===== config.mk =====
export PLATFORM = sky130hd
export DESIGN_NAME = easyaxi_run_ctrl
export DESIGN_NICKNAME = d
export VERILOG_FILES = /design/src/rtl/easyaxi_run_ctrl.sv
export SDC_FILE = /design/constraint.sdc
export NUM_CORES = 1
export LEC_CHECK = 0
export ABC_AREA = 1
export BUFFER_PORTS_ARGS = -buffer_cell sky130_fd_sc_hd__buf_2
export CORE_MARGIN = 4
export CORE_UTILIZATION = 50
export CTS_BUF_LIST = sky130_fd_sc_hd__clkbuf_8
export DETAILED_ROUTE_END_ITERATION = 10
export HOLD_SLACK_MARGIN = 0.05
export MAX_ROUTING_LAYER = met4
export PLACE_DENSITY = 0.71
export SLEW_MARGIN = 15
export SYNTH_ARGS = -nofsm -noshare
export SYNTH_HDL_FRONTEND = slang
export SYNTH_SLANG_ARGS = --single-unit
export TNS_END_PERCENT = 5

===== constraint.sdc =====
create_clock -name clk -period 2.24 [get_ports clk]
set_input_delay 0.112 -clock clk [delete_from_list [all_inputs] [get_ports clk]]
set_output_delay 0.112 -clock clk [all_outputs]
set_load 0.01 [all_outputs]

===== src/rtl/easyaxi_run_ctrl.sv =====
// Run controller for EASYAXI_TOP: sequences DUT reset, warm-up, a watchdog-bounded
// run and a drain window, then latches the run result until the next start.
module easyaxi_run_ctrl #(
  parameter int unsigned ERR_W       = 4,
  parameter int unsigned CNT_W       = 16,
  parameter int unsigned RST_CYC     = 1,
  parameter int unsigned WARMUP_CYC  = 5,
  parameter int unsigned TIMEOUT_CYC = 1000,
  parameter int unsigned DRAIN_CYC   = 20
) (
  input  logic             clk,
  input  logic             rst,
  input  logic             start,
  input  logic [ERR_W-1:0] err_i,
  input  logic             done_i,
  output logic             dut_rst_n,
  output logic             enable,
  output logic [2:0]       state,
  output logic             finished,
  output logic             pass,
  output logic [1:0]       result,
  output logic [ERR_W-1:0] err_cap,
  output logic [CNT_W-1:0] run_cnt
);

  typedef enum logic [2:0] {
    S_IDLE    = 3'd0,
    S_DUT_RST = 3'd1,
    S_WARMUP  = 3'd2,
    S_RUN     = 3'd3,
    S_DRAIN   = 3'd4,
    S_END     = 3'd5
  } state_e;

  localparam logic [1:0] RES_NONE    = 2'd0;
  localparam logic [1:0] RES_PASS    = 2'd1;
  localparam logic [1:0] RES_ERROR   = 2'd2;
  localparam logic [1:0] RES_TIMEOUT = 2'd3;

  localparam logic [CNT_W-1:0] CNT_ONE      = CNT_W'(1);
  localparam logic [CNT_W-1:0] RST_LAST     = CNT_W'(RST_CYC - 1);
  localparam logic [CNT_W-1:0] WARMUP_LAST  = CNT_W'(WARMUP_CYC - 1);
  localparam logic [CNT_W-1:0] TIMEOUT_LAST = CNT_W'(TIMEOUT_CYC - 1);
  localparam logic [CNT_W-1:0] DRAIN_LAST   = CNT_W'(DRAIN_CYC - 1);

  state_e             state_q, state_d;
  logic [CNT_W-1:0]   phase_q, phase_d;
  logic [1:0]         result_q, result_d;
  logic [ERR_W-1:0]   err_cap_q, err_cap_d;
  logic [CNT_W-1:0]   run_cnt_q, run_cnt_d;
  logic [CNT_W-1:0]   run_cnt_inc;
  logic               enable_q, enable_d;
  logic               dut_rst_n_q, dut_rst_n_d;
  logic               finished_q, finished_d;
  logic               pass_q, pass_d;

  // Next-state, status update, and output values decoded from the next state.
  always_comb begin
    state_d   = state_q;
    phase_d   = phase_q;
    result_d  = result_q;
    err_cap_d = err_cap_q;
    run_cnt_d = run_cnt_q;

    if (&run_cnt_q) begin
      run_cnt_inc = run_cnt_q;
    end else begin
      run_cnt_inc = run_cnt_q + CNT_ONE;
    end

    case (state_q)
      S_IDLE, S_END: begin
        if (start) begin
          state_d   = S_DUT_RST;
          phase_d   = '0;
          result_d  = RES_NONE;
          err_cap_d = '0;
          run_cnt_d = '0;
        end else begin
          state_d = state_q;
        end
      end
      S_DUT_RST: begin
        if (phase_q == RST_LAST) begin
          state_d = S_WARMUP;
          phase_d = '0;
        end else begin
          phase_d = phase_q + CNT_ONE;
        end
      end
      S_WARMUP: begin
        run_cnt_d = '0;
        if (phase_q == WARMUP_LAST) begin
          state_d = S_RUN;
          phase_d = '0;
        end else begin
          phase_d = phase_q + CNT_ONE;
        end
      end
      S_RUN: begin
        // The terminating cycle is counted too, so a timeout leaves run_cnt == TIMEOUT_CYC.
        run_cnt_d = run_cnt_inc;
        err_cap_d = err_cap_q | err_i;
        if (|err_i) begin
          state_d  = S_DRAIN;
          phase_d  = '0;
          result_d = RES_ERROR;
        end else if (done_i) begin
          state_d  = S_DRAIN;
          phase_d  = '0;
          result_d = RES_PASS;
        end else if (run_cnt_q == TIMEOUT_LAST) begin
          state_d  = S_DRAIN;
          phase_d  = '0;
          result_d = RES_TIMEOUT;
        end else begin
          state_d = S_RUN;
        end
      end
      S_DRAIN: begin
        err_cap_d = err_cap_q | err_i;
        if (phase_q == DRAIN_LAST) begin
          state_d = S_END;
          phase_d = '0;
        end else begin
          phase_d = phase_q + CNT_ONE;
        end
      end
      default: begin
        state_d = S_IDLE;
        phase_d = '0;
      end
    endcase

    enable_d    = (state_d == S_RUN);
    dut_rst_n_d = !((state_d == S_IDLE) || (state_d == S_DUT_RST));
    finished_d  = (state_d == S_END);
    pass_d      = finished_d && (result_d == RES_PASS);
  end

  // State and registered outputs; synchronous reset returns every output to idle.
  always_ff @(posedge clk) begin
    if (rst) begin
      state_q     <= S_IDLE;
      phase_q     <= '0;
      result_q    <= RES_NONE;
      err_cap_q   <= '0;
      run_cnt_q   <= '0;
      enable_q    <= 1'b0;
      dut_rst_n_q <= 1'b0;
      finished_q  <= 1'b0;
      pass_q      <= 1'b0;
    end else begin
      state_q     <= state_d;
      phase_q     <= phase_d;
      result_q    <= result_d;
      err_cap_q   <= err_cap_d;
      run_cnt_q   <= run_cnt_d;
      enable_q    <= enable_d;
      dut_rst_n_q <= dut_rst_n_d;
      finished_q  <= finished_d;
      pass_q      <= pass_d;
    end
  end

  assign state     = state_q;
  assign result    = result_q;
  assign err_cap   = err_cap_q;
  assign run_cnt   = run_cnt_q;
  assign enable    = enable_q;
  assign dut_rst_n = dut_rst_n_q;
  assign finished  = finished_q;
  assign pass      = pass_q;

endmodule


==> summary.md <==
| Metric | Value |
|---|---|
| Outcome | `complete, no violations` |
| Max H-tree Level | `2` |
| Synth unique cells | `34` |
| Post-cts resize count | `0` |
| Initial Util | `52.6%` |
| Yosys warning total | `0` |
| Internal | `0.00144 W` |
| P_sw | `0.000725 W` |
| Post-synthesis simple-gate area fraction | `44.1%` |
| Startpoint Class | `flip-flop` |
| WL final | `7310 um` |
| Rows | `27` |
| Diode count | `0` |
| Worst slew pin tran | `625 ps` |
| Yosys reg bits | `45` |
| CP max FO | `15` |
| Hold_buf cts | `0` |
| Worst Path Required | `2430 ps` |
| Final period utilization | `87.0%` |
| Cell area power density | `656 nW/um2` |
| Share of layout cells above drive strength 1 | `14.3%` |
| Number of buffers added on ports | `36` |
| Post-Synth Adder-Cell Area | `1.27%` |
| Post-route DRC violation count | `0` |
| Die width | `84.8 um` |
| First-pass DRT Iterations | `4` |
| Clock power share | `34.8%` |
| First-pass GRT wire length | `12,700 um` |
| Hold WC Path Type | `primary input to flip-flop` |
| Cell with the most instances after synthesis | `nand2_1` |
| Vert. Die Dim | `84.8 um` |
| PnR worst setup slack | `291 ps` |
| Synth area leaders | `dfxtp_1 31%, nand2_1 18%, nor2_1 9.7%` |
| Syn_nets | `497` |
| Vias per Instance | `5.17` |
| Largest net degree at the start of global routing | `30` |
| Clock Skews | `5.33 ps` |
| Max IR drop VDD | `382 uV` |
| Hold Vio Cnt, Final | `0` |
| Crit Path Category | `flip-flop to flip-flop` |
| Post-synth ARST share | `0%` |
| R2R setup slack | `290 ps` |
| Post-layout min period | `1950 ps` |
| Synth Instances | `486` |
| Part of the power in registers | `41.4%` |
| Peak Freq | `0.513 GHz` |
| Core Area | `5610 um2` |
| CTS tree | `built` |
| Ports | `37` |
| Filler cell count | `577` |
| Rel. slew slack | `58.3%` |
| Post-synth EDFFs | `0` |
| Routed wire per std cell | `12.4 um` |
| Post-CTS Setup Bufs | `0` |
| Synth cell count leaders | `139 x nand2_1, 76 x nor2_1, 60 x inv_1, 45 x dfxtp_1, 45 x nand3_1` |
| Synthesized cell area | `2950 um2` |
| MaxCap Viol Count | `0` |
| Yosys top cell by area | `dfxtp_1` |
| Fin Setup TNS | `0 ps` |
| Util after Layout | `58.9%` |
| Clk_lat worst skew | `310 ps` |
| Worst path arrival time | `2140 ps` |
| Global Route Usage Sum | `21.8%` |
| Setup slack at placement | `184 ps` |
| Setup Viol. Count Final | `0` |
| Routed Antenna Nets | `0` |
| P&R area growth vs syn | `12.1%` |
| Share of Yosys cell area claimed by the top area cell type | `30.5%` |
| Layout net count | `527` |
| HPWL after detailed placement | `5340 um` |
| Clock Path Buffers | `2` |
| Combinational share of power | `23.7%` |
| Clock Pin Slew Worst Setup and Hold Paths | `90 ps` |
| Largest family of logic cells by synthesized area | `simple AND/OR/NAND/NOR gates` |
| CTS Sinks | `45` |
| DRT iter0 DRCs | `177` |
| Leak | `1.61 nW` |
| Switching share of power | `33.5%` |
| Vias | `3,046` |
| CTS buffer count | `5` |
| Post-Synth XOR/XNOR Area | `2.08%` |
| Mean Syn Cell Area | `6.07 um2` |
| Final GP Congestion | `0.894` |
| Number of global-route vias before repair | `2,826` |
| Root Buffer | `clkbuf_8` |
| Antenna violations before repair | `0` |
| CP endpoint kind | `flip-flop` |
| Sequential area share after synthesis | `30.5%` |
| Slew Viols, Final | `0` |
| RSZ-0062 raised after global routing | `no` |
| Die Area | `7190 um2` |
| Post-synthesis mux area share | `0%` |
| Top_reg_cell synth | `dfxtp_1` |
| Compound-gate portion of the synthesized area | `10.9%` |
| Grt total ovfl | `0` |
metal layers:
layer  routed length [um]  vias up  global-route usage [%]
li1                     -     1588                       -
met1                 3360     1377                    26.0
met2                 3580       69                    37.5
met3                  242       12                    3.53
met4                  126        0                    6.76
met5                    0        -                       -
area by class of cell:
| type | instances | area (um2) | share of cell area, % |
|---|---|---|---|
| well taps | 72 | 90.1 | 2.73 |
| multi-input cells | 358 | 1720 | 52.1 |
| clock buffers | 5 | 68.8 | 2.08 |
| clock inverters | 3 | 65.1 | 1.97 |
| flip-flops and latches | 45 | 901 | 27.3 |
| repair buffers | 40 | 210 | 6.36 |
| inverters | 66 | 248 | 7.49 |
power by group through the flow:
stage | registers, W | clock network, W | logic [W]
floorplan | 0.000930 | 0 | 0.000360
global placement | 0.000914 | 0 | 0.000511
detailed placement | 0.000916 | 0 | 0.000512
CTS | 0.000898 | 0.000757 | 0.000516
global route | 0.000906 | 0.000800 | 0.000575
finish | 0.000898 | 0.000755 | 0.000515
metrics by stage:
step / instance area (um2) / cells / total power (W) / hold slack, ps
floorplan: 2950 / 486 / 0.00129 / 257
global placement: 3170 / 581 / 0.00143 / 356
detailed placement: 3170 / 581 / 0.00143 / 375
CTS: 3300 / 589 / 0.00217 / 55.0
global route: 3310 / 589 / 0.00228 / 71.0
finish: 3310 / 589 / 0.00217 / 53.6
critical path, stage by stage (launching register included):
cell and delay [ps]:
dfxtp_1 440, ha_1 310, nand3_1 170, nor3_2 260, nand4_4 190, nand2_4 220
inv_2 100, nand2_1 80, a21oi_1 50
cell families after synthesis:
| logic type | Yosys count |
|---|---|
| adder cells (fa/ha/maj) | 3 |
| XOR/XNOR | 7 |
| AND/OR/NAND/NOR | 293 |
| flip-flops | 45 |
| buffers and inverters | 83 |
| AO/OA/AOI/OAI | 55 |
flip-flops by register name (all words and copies together) (netlist names):
register / flops
dut_rst_n: 1
enable: 1
err_cap: 4
finished: 1
pass: 1
phase_q: 16
result: 2
run_cnt: 16
state: 3
worst paths after layout:
check / from / end / cells past startpoint
max: run_cnt[0] / run_cnt[11] / 8
min reg2reg: err_cap[0] / err_cap[0] / 2
max reg2reg: run_cnt[0] / run_cnt[11] / 8
min: err_i[3] / err_cap[3] / 3
placed cells by master, fill, tap and decap left out, types with 5 or more instances in the layout:
master    synthesis  final
a21oi_1          31     31
nor2_1           76     75
nand4_1           9      9
nand2_1         139    139
nand3_1          45     45
o21ai_0           6      6
inv_2             5      5
dfxtp_1          45     45
buf_2             4     36
or2_2             5      5
o31ai_1           8      8
xor2_1            6      6
clkbuf_8          0      5
inv_1            60     60
(Power assumes the default switching activity.)
